==> src/rtl/little_pkg.sv <==
// little_pkg: shared widths and FSM state codes
// for the little packer/unpacker pair.
package little_pkg;

  localparam int BYTE_W = 8;
  localparam int WORD_W = 16;
  localparam int TAG_W  = 32;

  typedef logic [7:0] fsm_state_t;

  localparam fsm_state_t IDLE   = 8'd0;
  localparam fsm_state_t FIRST  = 8'd1;
  localparam fsm_state_t SECOND = 8'd2;

endpackage

==> src/rtl/little_unpacker_if.sv <==
// little_unpacker_if: word-in / byte-out
// valid/ready bundle of the unpacker.
interface little_unpacker_if;
  import little_pkg::*;

  logic [WORD_W-1:0] mIn;
  logic              inValid;
  logic              inReady;
  logic [TAG_W-1:0]  inFoo;
  logic [BYTE_W-1:0] mOut;
  logic              outValid;
  logic              outReady;
  logic [TAG_W-1:0]  outFoo;

  modport master (
    output mIn, inValid, inFoo, outReady,
    input  inReady, mOut, outValid, outFoo
  );

  modport slave (
    input  mIn, inValid, inFoo, outReady,
    output inReady, mOut, outValid, outFoo
  );

endinterface

==> src/rtl/little_mirror_check.sv <==
// little_mirror_check: flags words whose two
// halves differ and counts them (saturating).
module little_mirror_check
  import little_pkg::*;
(
  input  logic              clk,
  input  logic              rst_n,
  input  logic              accept_i,
  input  logic [WORD_W-1:0] word_i,
  output logic              err_o,
  output logic [7:0]        cnt_o
);

  logic       err_q, err_d;
  logic [7:0] cnt_q, cnt_d;
  logic       mism;

  assign mism =
    word_i[WORD_W-1:BYTE_W] != word_i[BYTE_W-1:0];

  // flag follows the accepted word; count saturates
  always_comb begin
    err_d = err_q;
    cnt_d = cnt_q;
    if (accept_i) begin
      err_d = mism;
      if (mism && cnt_q != 8'hFF)
        cnt_d = cnt_q + 8'd1;
    end
  end

  // flag and counter registers
  always_ff @(posedge clk or negedge rst_n) begin
    if (!rst_n) begin
      err_q <= 1'b0;
      cnt_q <= 8'd0;
    end else begin
      err_q <= err_d;
      cnt_q <= cnt_d;
    end
  end

  assign err_o = err_q;
  assign cnt_o = cnt_q;

endmodule

==> src/rtl/little_unpacker.sv <==
// little_unpacker: 16-bit word to two bytes.
// Optional LITTLE_UNPACKER_MIRROR_CHECK_EN.
module little_unpacker
  import little_pkg::*;
#(
  parameter bit HI_FIRST = 1'b1
) (
  input  logic         clk,
  input  logic         reset,
  little_unpacker_if.slave io
`ifdef LITTLE_UNPACKER_MIRROR_CHECK_EN
  ,
  output logic         mirrorErr,
  output logic [7:0]   errCount
`endif
);

  fsm_state_t        state_q, state_d;
  logic [BYTE_W-1:0] mout_q, mout_d;
  logic [BYTE_W-1:0] held_q, held_d;
  logic [TAG_W-1:0]  foo_q, foo_d;
  logic              vld_q, vld_d;
  logic              accept;
  logic [BYTE_W-1:0] hi_b, lo_b;
  logic [BYTE_W-1:0] first_b, second_b;

  assign hi_b     = io.mIn[WORD_W-1:BYTE_W];
  assign lo_b     = io.mIn[BYTE_W-1:0];
  assign first_b  = HI_FIRST ? hi_b : lo_b;
  assign second_b = HI_FIRST ? lo_b : hi_b;

  assign io.inReady = (state_q == IDLE) |
    ((state_q == SECOND) & io.outReady);
  assign accept = io.inValid & io.inReady;

  // state and output registers
  always_ff @(posedge clk or negedge reset) begin
    if (!reset) begin
      state_q <= IDLE;
      mout_q  <= '0;
      held_q  <= '0;
      foo_q   <= '0;
      vld_q   <= 1'b0;
    end else begin
      state_q <= state_d;
      mout_q  <= mout_d;
      held_q  <= held_d;
      foo_q   <= foo_d;
      vld_q   <= vld_d;
    end
  end

  // next state
  always_comb begin
    state_d = IDLE;
    unique case (1'b1)
      state_q == IDLE:
        state_d = accept ? FIRST : IDLE;
      state_q == FIRST:
        state_d = io.outReady ? SECOND : FIRST;
      state_q == SECOND:
        state_d = !io.outReady ? SECOND :
                  accept ? FIRST : IDLE;
      default:
        state_d = IDLE;
    endcase
  end

  // byte, tag and valid for the next cycle
  always_comb begin
    mout_d = mout_q;
    held_d = held_q;
    foo_d  = foo_q;
    vld_d  = vld_q;
    unique case (1'b1)
      state_q == IDLE,
      state_q == SECOND: begin
        if (accept) begin
          mout_d = first_b;
          held_d = second_b;
          foo_d  = io.inFoo;
          vld_d  = 1'b1;
        end else if (state_q == IDLE ||
                     io.outReady) begin
          vld_d = 1'b0;
        end
      end
      state_q == FIRST: begin
        if (io.outReady)
          mout_d = held_q;
      end
      default:
        vld_d = 1'b0;
    endcase
  end

  assign io.mOut     = mout_q;
  assign io.outFoo   = foo_q;
  assign io.outValid = vld_q;

`ifdef LITTLE_UNPACKER_MIRROR_CHECK_EN
  little_mirror_check u_mirror (
    .clk      (clk),
    .rst_n    (reset),
    .accept_i (accept),
    .word_i   (io.mIn),
    .err_o    (mirrorErr),
    .cnt_o    (errCount)
  );
`endif

endmodule

==> src/flat_wrapper.sv <==
// flat-port wrapper written by rule: the top's interface ports become plain ports
module little_unpacker_flat import little_pkg::*;
#(
  parameter bit HI_FIRST = 1'b1
)
  (clk, reset, io_mIn, io_inValid, io_inFoo, io_outReady, io_inReady, io_mOut, io_outValid, io_outFoo);
  little_unpacker_if io_i ();
  input  logic clk;
  input  logic reset;
  input wire logic [$bits(io_i.mIn)-1:0] io_mIn;
  input wire logic [$bits(io_i.inValid)-1:0] io_inValid;
  input wire logic [$bits(io_i.inFoo)-1:0] io_inFoo;
  input wire logic [$bits(io_i.outReady)-1:0] io_outReady;
  output wire logic [$bits(io_i.inReady)-1:0] io_inReady;
  output wire logic [$bits(io_i.mOut)-1:0] io_mOut;
  output wire logic [$bits(io_i.outValid)-1:0] io_outValid;
  output wire logic [$bits(io_i.outFoo)-1:0] io_outFoo;
  assign io_i.mIn = io_mIn;
  assign io_i.inValid = io_inValid;
  assign io_i.inFoo = io_inFoo;
  assign io_i.outReady = io_outReady;
  assign io_inReady = io_i.inReady;
  assign io_mOut = io_i.mOut;
  assign io_outValid = io_i.outValid;
  assign io_outFoo = io_i.outFoo;
  little_unpacker #(.HI_FIRST(HI_FIRST)) u_core (.clk(clk), .reset(reset), .io(io_i));
endmodule
==> config.mk <==
export PLATFORM = sky130hd
export DESIGN_NAME = little_unpacker_flat
export DESIGN_NICKNAME = d
export VERILOG_FILES = /design/src/rtl/little_pkg.sv /design/src/rtl/little_unpacker_if.sv /design/src/rtl/little_mirror_check.sv /design/src/rtl/little_unpacker.sv /design/src/flat_wrapper.sv
export SDC_FILE = /design/constraint.sdc
export NUM_CORES = 1
export LEC_CHECK = 0
export ABC_CLOCK_PERIOD_IN_PS = 2100
export BUFFER_PORTS_ARGS = -buffer_cell sky130_fd_sc_hd__clkbuf_2
export CAP_MARGIN = 20
export CORE_MARGIN = 8
export CORE_UTILIZATION = 50
export CTS_BUF_LIST = sky130_fd_sc_hd__clkbuf_16
export DETAILED_ROUTE_END_ITERATION = 6
export PLACE_DENSITY = 0.91
export SLEW_MARGIN = 20
export SYNTH_ARGS = -nofsm -noshare
export SYNTH_HDL_FRONTEND = slang
export SYNTH_SLANG_ARGS = --single-unit
==> constraint.sdc <==
create_clock -name clk -period 2.1 [get_ports clk]
set_input_delay 0.42 -clock clk [delete_from_list [all_inputs] [get_ports clk]]
set_output_delay 0.42 -clock clk [all_outputs]
set_load 0.02 [all_outputs]
=== Word level (Yosys, flattened, before mapping) ===
Cells that the tools add are included.
W data, S select, Z words.

* Reduce and logical (&&, ||, !) cells: 7
* Mux-type cells: 10
* Eq/ne operators: 5
* Bitwise gates (word level): 4

{| class="wikitable"
|+ Operators by type and width
! cell !! count
|-
| $mux W8 || 3
|-
| $pmux W8 S3 || 1
|-
| $pmux W8 S2 || 1
|-
| $eq A8 B1 Y1 const B || 1
|-
| $eq A8 B2 Y1 const B || 1
|-
| $logic_not A8 Y1 || 1
|-
| $reduce_and A2 Y1 || 2
|-
| $mux W1 || 3
|-
| $ne A3 B1 Y1 const B || 1
|-
| $reduce_and A3 Y1 || 1
|-
| $and A1 B1 Y1 || 2
|-
| $mux W2 || 1
|-
| $ne A2 B1 Y1 const B || 1
|-
| $ne A2 B2 Y1 const B || 1
|-
| $pmux W1 S2 || 1
|-
| $reduce_bool A2 Y1 || 1
|-
| $reduce_or A2 Y1 || 1
|-
| $logic_or A1 B1 Y1 || 1
|-
| $not A1 Y1 || 1
|-
| $or A1 B1 Y1 || 1
|}

* Input bits: 52
* Bits in registers: 57
* Logic and storage cells: 31

=== Logic depth before layout (Yosys ltp) ===
Gate-level depths: netlist of run 1.

* Depth after elaboration: 7
* Gate-level depth with buffers: 4
* Depth with buffers taken out: 3

=== Worst setup path before layout of run 1 ===
No wires, ideal clock.

* Kind: register to register
* From: register u_core.state_q[1]
* To: register u_core.foo_q[11] (netlist: u_core.io.outFoo[11])
* Data arrival time: 1.325 ns
* Setup time: 0.125 ns
* Stages on the path, launching flop included: 5
* Setup slack: 0.650 ns
* Clock period less this slack: 1.450 ns
* Data required time: 1.975 ns
* Cell sequence: dfrtp_1 nor2b_4 nor3b_2 buf_4 mux2_2

* Cells in the longest elaborated chain, start to end: 5
* Elaborated cells on any way between the ends: 7
* Those cells by class: eq/ne (1); bitwise (3); reduce/logical (3)

{| class="wikitable"
|+ RTL lines
! what !! line !! text
|-
| from (decl) || little_unpacker.sv:18 || <nowiki>fsm_state_t state_q, state_d;</nowiki>
|-
| from (signal assigned) || little_unpacker.sv:45 || <nowiki>state_q <= state_d;</nowiki>
|-
| $eq A8 B2 Y1 || little_unpacker.sv:33, little_unpacker.sv:77 ||
|-
| $and A1 B1 Y1 || little_unpacker.sv:33 || <nowiki>((state_q == SECOND) & io.outReady);</nowiki>
|-
| $or A1 B1 Y1 || little_unpacker.sv:32 || <nowiki>assign io.inReady = (state_q == IDLE) |</nowiki>
|-
| $and A1 B1 Y1 || little_unpacker.sv:34 || <nowiki>assign accept = io.inValid & io.inReady;</nowiki>
|-
| $reduce_and A2 Y1 (no source line) * || - ||
|-
| to (signal assigned) || little_unpacker.sv:48 || <nowiki>foo_q <= foo_d;</nowiki>
|-
| to (decl) || little_unpacker.sv:21 || <nowiki>logic [TAG_W-1:0] foo_q, foo_d;</nowiki>
|}

Every way passes the cells marked *; elsewhere a longest branch is shown, timed or not.
A chain may end at the register's enable or synchronous reset.

=== Final worst setup path of run 1 ===
* From: register u_core.state_q[1]
* To: output io_inReady

* Cells in the longest elaborated chain, start to end: 3
* Elaborated cells on any way between the ends: 4
* Those cells by class: eq/ne (1); bitwise (2); reduce/logical (1)

{| class="wikitable"
|+ RTL lines
! what !! line !! text
|-
| $eq A8 B2 Y1 || little_unpacker.sv:33 ||
|-
| $and A1 B1 Y1 || little_unpacker.sv:33 ||
|-
| $or A1 B1 Y1 * || little_unpacker.sv:32 ||
|-
| to (decl) || flat_wrapper.sv:14 || <nowiki>output wire logic [$bits(io_i.inReady)-1:0] io_inReady;</nowiki>
|}

Marks and branches as above.

==> results.json, run 1 <==
{
  "status": "finished, final reports clean",
  "ant_nets": 0,
  "synth_seq_cells": 51,
  "viasPerCell": 5.14,
  "die_area_mm2": 0.00660,
  "critical_path_class": "flop to output port",
  "critPathBufInv": 1,
  "crit_arrival_ns": 1.23,
  "clk_latency_ns": 0.28,
  "worst_pin_slew_ns": 0.588,
  "chipHeight_um": 81.3,
  "fmax_mhz": 606,
  "postCtsHoldBufs": 0,
  "cts_tree": "done",
  "p_per_area_mw_per_mm2": 1570,
  "setup.worst_path.start_class": "flop",
  "finalWeightedCongestion": 0.766,
  "syn_area_per_cell_um2": 14.4,
  "netlist_instances": 148,
  "hold_violations": 0,
  "routedWlPerCell_um": 15.7,
  "critical_path.cell_chain": "nor2b_4 > nor2_1 > clkbuf_2",
  "ys_seq_area_frac": 0.599,
  "nNetsFinal": 295,
  "syn_area_mm2": 0.00213,
  "grt_antenna_before_repair": 0,
  "hp-class": "primary input to asynchronous set/reset pin",
  "drt_iter0_drc": 28,
  "clkTransAtPathRegs_ns": 0.06,
  "drtPass1Iterations": 4,
  "finalSetupTns_ns": 0,
  "placementRows": 23,
  "place_hpwl_um": 3620,
  "cts_inserted_buffers": 5,
  "num_vias": 1510,
  "ir_worst_vdd_uv": 882,
  "core_mm2": 0.00406,
  "cts_resized": 0,
  "place_area_mm2": 0.00266,
  "area.growth.synth_to_final_pct": 31.1,
  "rsz0062_at_grt": "no",
  "drc": 0,
  "synthDistinctLibCells": 20,
  "max-cap-violations": 0,
  "clock_path_buffers": 2,
  "fillers": 305,
  "layout_commonest_cell": "clkbuf_2",
  "finalCritPeriodShare": 0.786,
  "slowest_delay_ns": 0.47,
  "die_w_um": 81.3,
  "numPortBuffers": 93,
  "worst_slack_ns": 0.450,
  "drv_slew": 0,
  "initial_utilization": 0.525,
  "layout_common_cells": "93 x clkbuf_2, 51 x dfrtp_1, 37 x mux2_2, 10 x nand2b_1, 9 x nor2b_1",
  "first_global_vias": 1621,
  "grt_first_pass_wirelength_um": 7330,
  "power_leakage_nw": 1.33,
  "synth_edf_count": 0,
  "finalClockSkew_ns": 0.00333,
  "root_buffer": "clkbuf_16",
  "n_antenna_cell": 0,
  "regArea_mm2": 0.00128,
  "setup_viol": 0,
  "yosys_warnings": 0,
  "multi_input_area_um2": 810,
  "endpoint_kind": "output port",
  "grt_usage": 0.139,
  "async_flop_share": 1.00,
  "crit_fanout": 7,
  "overflow": 0,
  "pin_count": 94,
  "grt_max_degree": 41,
  "cp_data_required_time_ns": 1.68,
  "drt_wl_total_um": 4630,
  "final_cell_area_mm2": 0.00279,
  "syn_nets": 200,
  "ys.flop_type": "dfrtp_1",
  "critPathTopFamily": "flip-flops",
  "drive_gt1_frac": 0.615,
  "numClockSinks": 51,
  "period_needed_ns": 1.65,
  "cts_setup_buffers": 0,
  "pre_cts_ws_ns": 0.316,
  "relSlewSlack": 0.608,
  "total_power_mw": 4.39,
  "cts_htree_levels": 2,
  "cp_slowest_cell": "dfrtp_1"
}
power by group:
group	switching (mW)	total, mW	internal, mW
registers	0.284	1.76	1.48
logic	1.04	1.89	0.852
clock network	0.311	0.740	0.429
total	1.63	4.39	2.76
Yosys cell counts (2+ instances only):
master	instances	area, µm²
dfrtp_1	51	1280
nand2b_1	10	62.6
mux2_2	37	417
buf_4	4	30.0
o22ai_1	2	12.5
mux2i_1	2	20.0
nor2b_1	9	56.3
o221a_2	8	90.1
o21ai_0	8	40.0
nor2_1	3	11.3
mux2_1	3	33.8
clkbuf_1	3	11.3
cell type report:
cell class	instances	area share
sequential	51	0.457
multi-input combinational	88	0.290
timing repair buffer	97	0.182
clock buffer	5	0.0448
tap	50	0.0224
clock inverter	3	0.00403
cells by family (layout without fill, tap and decap cells):
| logic type | Yosys count | count (layout) | share of synthesized area |
|---|---|---|---|
| DFF | 51 | 51 | 0.599 |
| muxes | 42 | 42 | 0.221 |
| and+or+nand+nor | 25 | 25 | 0.0752 |
| AOI/OAI and AO/OA | 21 | 21 | 0.0811 |
| buffers and inverters | 9 | 105 | 0.0235 |
through the flow:
stage / cells / hold WS, ns / utilization
after floorplan: 148 / 0.124 / -
after global placement: 286 / 0.429 / 0.655
after detailed placement: 286 / 0.439 / 0.655
after CTS: 294 / 0.145 / 0.688
after global routing: 294 / 0.166 / 0.688
final: 294 / 0.132 / 0.688
state kept, by name, indices dropped and copies added, names as in the netlist:
name	flops
u_core.held_q	8
u_core.io.outValid	1
u_core.io.outFoo	32
u_core.io.mOut	8
u_core.state_q	2
per-layer routing:
layer / share of wire / GRT usage / vias to the layer above / routed length (µm)
li1: - / - / 725 / -
met1: 0.41 / 0.155 / 725 / 1890
met2: 0.46 / 0.226 / 58 / 2120
met3: 0.13 / 0.0717 / 2 / 604
met4: 0.0030 / 0.0429 / 0 / 14
met5: 0 / 0 / - / 0
worst paths after layout:
| kind | startpoint | end | slack, ns | depth (start not counted) |
|---|---|---|---|---|
| min in group clk | io_inFoo[9] | u_core.io.outFoo[9] | 0.36 | 2 |
| worst min register to register | u_core.held_q[7] | u_core.held_q[7] | 0.49 | 1 |
| worst max-delay path | u_core.state_q[1] | io_inReady | 0.45 | 3 |
| max in group asynchronous | reset | u_core.io.outFoo[7] | 1.34 | 2 |
| worst min-delay path | reset | u_core.io.outValid | 0.13 | 1 |
| worst max register to register | u_core.state_q[1] | u_core.held_q[4] | 0.48 | 4 |
Power figures use the tool's default switching activity.
==> run 2: changes to the inputs <==
Settings changed: ABC_CLOCK_PERIOD_IN_PS 2100 to 1500, CORE_UTILIZATION 50 to 42, PLACE_DENSITY 0.91 to 0.82.
Clock period 2.1 ns to 1.5 ns, I/O delays scaled along.
==> results.json, run 2 (synthesis gave the netlist of run 1 again) <==
{
  "first_global_vias": 1718,
  "drc": 0,
  "root_buffer": "clkbuf_16",
  "initial_utilization": 0.425,
  "drive_gt1_frac": 0.625,
  "numPortBuffers": 93,
  "cts_inserted_buffers": 5,
  "period_needed_ns": 1.48,
  "worst_pin_slew_ns": 0.367,
  "grt_first_pass_wirelength_um": 7980,
  "core_mm2": 0.00501,
  "critical_path_class": "flop to flop",
  "layout_commonest_cell": "clkbuf_2",
  "hold_violations": 0,
  "cp_data_required_time_ns": 1.67,
  "ir_worst_vdd_uv": 1200,
  "endpoint_kind": "flop",
  "place_inst": 311,
  "fmax_mhz": 676,
  "largest_reg_flops": 32,
  "p_per_area_mw_per_mm2": 2160,
  "ant_nets": 0,
  "grt_antenna_before_repair": 0,
  "drt_wl_total_um": 4770,
  "finalClockSkew_ns": 0.00517,
  "clock_path_buffers": 2,
  "numClockSinks": 51,
  "power_leakage_nw": 1.39,
  "relSlewSlack": 0.754,
  "final_cells": 321,
  "max-cap-violations": 0,
  "rsz0062_at_grt": "yes",
  "pin_count": 94,
  "status": "finished, final reports clean",
  "setup_viol": 0,
  "place_area_mm2": 0.00274,
  "cts_tree": "done",
  "crit_fanout": 13,
  "n_antenna_cell": 0,
  "finalWeightedCongestion": 0.718,
  "area.growth.synth_to_final_pct": 37.3,
  "overflow": 0,
  "finalCritPeriodShare": 0.985,
  "pre_cts_ws_ns": -0.00653,
  "layout_common_cells": "92 x clkbuf_2, 51 x dfrtp_1, 37 x mux2_2, 10 x nand2b_1, 9 x nor2b_1",
  "setup.worst_path.start_class": "flop",
  "drv_slew": 0,
  "clkTransAtPathRegs_ns": 0.06,
  "chipHeight_um": 87.2,
  "routedWlPerCell_um": 14.9,
  "postLayoutCoreUtil": 0.583,
  "hp-class": "primary input to asynchronous set/reset pin",
  "drt_iter0_drc": 45,
  "nNetsFinal": 302,
  "drtPass1Iterations": 4,
  "placementRows": 26,
  "die_area_mm2": 0.00760,
  "num_vias": 1544,
  "crit_arrival_ns": 1.64,
  "place_hpwl_um": 3610,
  "worst_slack_ns": 0.0218,
  "cts_htree_levels": 2,
  "clk_latency_ns": 0.28,
  "grt_max_degree": 52,
  "final_cell_area_mm2": 0.00292,
  "viasPerCell": 4.81,
  "total_power_mw": 6.32,
  "die_w_um": 87.2,
  "grt_usage": 0.133
}
run 2: stage by stage:
stage               hold slack [ns]  TNS, ns
floorplan                   0.00441        0
global placement              0.313        0
detailed placement            0.319  -0.0143
CTS                          0.0139        0
global route                 0.0294   -0.856
finish                      0.00319        0
run 2: area by class of cell:
| class | count | area [µm²] |
|---|---|---|
| Clock inverter | 3 | 11.3 |
| Fill cell | 462 | 2090 |
| Sequential cell | 51 | 1280 |
| Tap cell | 70 | 87.6 |
| Multi-Input combinational cell | 88 | 810 |
| Timing Repair Buffer | 104 | 613 |
| Clock buffer | 5 | 125 |
run 2: power breakdown:
part	internal, mW	leakage [nW]	total [mW]	switching, mW
Combinational	1.34	0.725	2.84	1.51
Sequential	2.07	0.591	2.42	0.350
Clock	0.601	0.0701	1.05	0.451
Total	4.01	1.39	6.32	2.31
run 2: routing by layer:
layer | vias to the layer above | part of all wire | GRT usage
li1 | 742 | - | -
met1 | 740 | 0.40 | 0.150
met2 | 56 | 0.50 | 0.226
met3 | 6 | 0.091 | 0.0509
met4 | 0 | 0.012 | 0.0422
met5 | - | 0 | 0
run 2: worst paths after layout:
kind                                   endpoint  slack (ns)                 start  depth (start not counted)
min                        u_core.io.outFoo[28]       0.003                 reset                          2
min reg2reg                u_core.io.outFoo[10]        0.48  u_core.io.outFoo[10]                          1
min in group clk           u_core.io.outFoo[10]        0.24          io_inFoo[10]                          2
max in group asynchronous   u_core.io.outFoo[6]        1.27                 reset                          2
max reg2reg                    u_core.held_q[3]        0.02     u_core.state_q[1]                          5
max                            u_core.held_q[3]        0.02     u_core.state_q[1]                          5
run 2: timing repair:
action / in CTS / in global routing
hold buffers: 0 / 0
setup endpoints to repair: 9 / 40
gates cloned: 1 / 0
gates resized for setup: 0 / 2
buffers inserted: 1 / 0
endpoints found under the hold margin: 0 / 0
run 2: worst max-delay path, cell delays in order, from the launching register on:
cell and delay [ns]:
dfrtp_1 0.38, nor2b_4 0.15, nor3b_4 0.18, buf_4 0.17, buf_12 0.14, mux2_2 0.34
==> run 3: changes to the inputs <==
Settings changed: ABC_CLOCK_PERIOD_IN_PS 1500 to 1800, CORE_UTILIZATION 42 to 50, PLACE_DENSITY 0.82 to 0.91.
Clock period 1.5 ns to 1.8 ns, I/O delays scaled along.
==> results.json, run 3 (synthesis gave the netlist of run 1 again) <==
{
  "fmax_mhz": 604,
  "layout_commonest_cell": "clkbuf_2",
  "finalWeightedCongestion": 0.775,
  "layout_common_cells": "93 x clkbuf_2, 51 x dfrtp_1, 37 x mux2_2, 10 x nand2b_1, 9 x nor2b_1",
  "critPathBufInv": 1,
  "grt_first_pass_wirelength_um": 8070,
  "area.growth.synth_to_final_pct": 31.3,
  "clock_path_buffers": 2,
  "cts_inserted_buffers": 5,
  "hold_violations": 0,
  "ant_nets": 0,
  "finalSetupTns_ns": 0,
  "drt_iter0_drc": 111,
  "max-cap-violations": 0,
  "finalCritPeriodShare": 0.920,
  "rsz0062_at_grt": "no",
  "p_per_area_mw_per_mm2": 1840,
  "grt_util_met3": 0.0751,
  "place_hpwl_um": 3800,
  "endpoint_kind": "flop",
  "status": "finished, final reports clean",
  "num_vias": 1548,
  "critPathTopFamily": "flip-flops",
  "setup.worst_path.start_class": "flop",
  "fillers": 300,
  "startpoint": "u_core.state_q[1]",
  "power_leakage_nw": 1.34,
  "grt_use_met2": 0.250,
  "viasPerCell": 5.25,
  "drv_slew": 0,
  "switching_share": 0.374,
  "hp-class": "primary input to asynchronous set/reset pin",
  "period_needed_ns": 1.66,
  "r2r_start": "u_core.state_q[1]",
  "cp_slowest_cell": "dfrtp_1",
  "power.internal_mw": 3.22,
  "critical_path_class": "flop to flop",
  "initial_utilization": 0.525,
  "regArea_mm2": 0.00128,
  "cts_htree_levels": 2,
  "worst_pin_slew_ns": 0.627,
  "cp_data_required_time_ns": 1.96,
  "switching_power_mw": 1.93,
  "multi_input_area_um2": 810,
  "cts_tree": "done",
  "drc": 0,
  "routedWlPerCell_um": 17.0,
  "clkPwrFrac": 0.164,
  "setup_viol": 0,
  "cts_setup_buffers": 0,
  "core_mm2": 0.00406,
  "grt_max_degree": 52,
  "placementRows": 23,
  "grt_usage": 0.156,
  "crit_arrival_ns": 1.81,
  "cts_resized": 0,
  "postCtsHoldBufs": 0,
  "die_w_um": 81.3,
  "critical_path.cell_chain": "nor2b_4 > nor3b_4 > buf_4 > mux2_2",
  "pin_count": 94,
  "n_antenna_cell": 0,
  "overflow": 0,
  "ir_worst_vdd_uv": 1330,
  "combPwrFrac": 0.440,
  "clk_latency_ns": 0.28,
  "nNetsFinal": 298,
  "numPortBuffers": 93,
  "hold_slack_ns": 0.179,
  "largest_reg_flops": 32,
  "crit_fanout": 23,
  "clkTransAtPathRegs_ns": 0.06,
  "busiest_layer": "met2",
  "finalClockSkew_ns": 0.00302,
  "first_global_vias": 1679,
  "grt_antenna_before_repair": 0,
  "chipHeight_um": 81.3,
  "numClockSinks": 51,
  "met1_usage": 0.180,
  "drive_gt1_frac": 0.624,
  "pwr-share-seq": 0.396,
  "slowest_delay_ns": 0.45,
  "root_buffer": "clkbuf_16",
  "drtPass1Iterations": 4,
  "relSlewSlack": 0.582,
  "drt_wl_total_um": 5000,
  "die_area_mm2": 0.00660
}
run 3: cell count changes in the layout (fill, tap and decap cells not counted):
| cell | delta |
|---|---|
| buf_12 | -3 |
| clkinv_1 | -2 |
| buf_4 | -1 |
| bufbuf_16 | -1 |
| clkbuf_2 | +1 |
run 3: layer usage:
layer  up-vias  routed length (µm)  part of all wire
met1       763                1940              0.39
met4         0                  21            0.0042
met2        63                2480              0.50
met5         -                   0                 0
met3         2                 562              0.11
li1        720                   -                 -
run 3: power by group through the flow:
stage / Sequential (mW) / Clock (mW) / Combinational [mW]
3_5_place_dp: 2.05 / 0 / 2.29
6_report: 2.04 / 0.846 / 2.26
4_1_cts: 2.05 / 0.873 / 2.30
5_1_grt: 2.12 / 0.911 / 2.42
2_1_floorplan: 2.60 / 0 / 0.935
3_3_place_gp: 2.02 / 0 / 2.22
run 3: area by class of cell:
cell class	instances	area share
Clock buffer	5	0.0448
Clock inverter	1	0.00134
Multi-Input combinational cell	88	0.290
Sequential cell	51	0.457
Tap cell	50	0.0224
Timing Repair Buffer	100	0.185
run 3: through the flow:
step | util | setup WS, ns | std cells | instance area [µm²] | power, mW
after floorplan | - | 0.350 | 148 | 2130 | 3.53
after global placement | 0.657 | 0.234 | 289 | 2670 | 4.24
after detailed placement | 0.657 | 0.146 | 289 | 2670 | 4.34
after CTS | 0.689 | 0.147 | 295 | 2800 | 5.22
after global routing | 0.689 | 0.0445 | 295 | 2800 | 5.46
final | 0.689 | 0.144 | 295 | 2800 | 5.15
run 3: worst paths after layout:
path	end	slack [ns]	cells after the start
min in group clk	u_core.held_q[7]	0.30	2
worst min-delay path	u_core.io.outValid	0.18	2
max in group asynchronous	u_core.io.outFoo[11]	1.19	2
worst max-delay path	u_core.io.outFoo[19]	0.14	4
worst min register to register	u_core.held_q[7]	0.48	1
worst max register to register	u_core.io.outFoo[19]	0.14	4
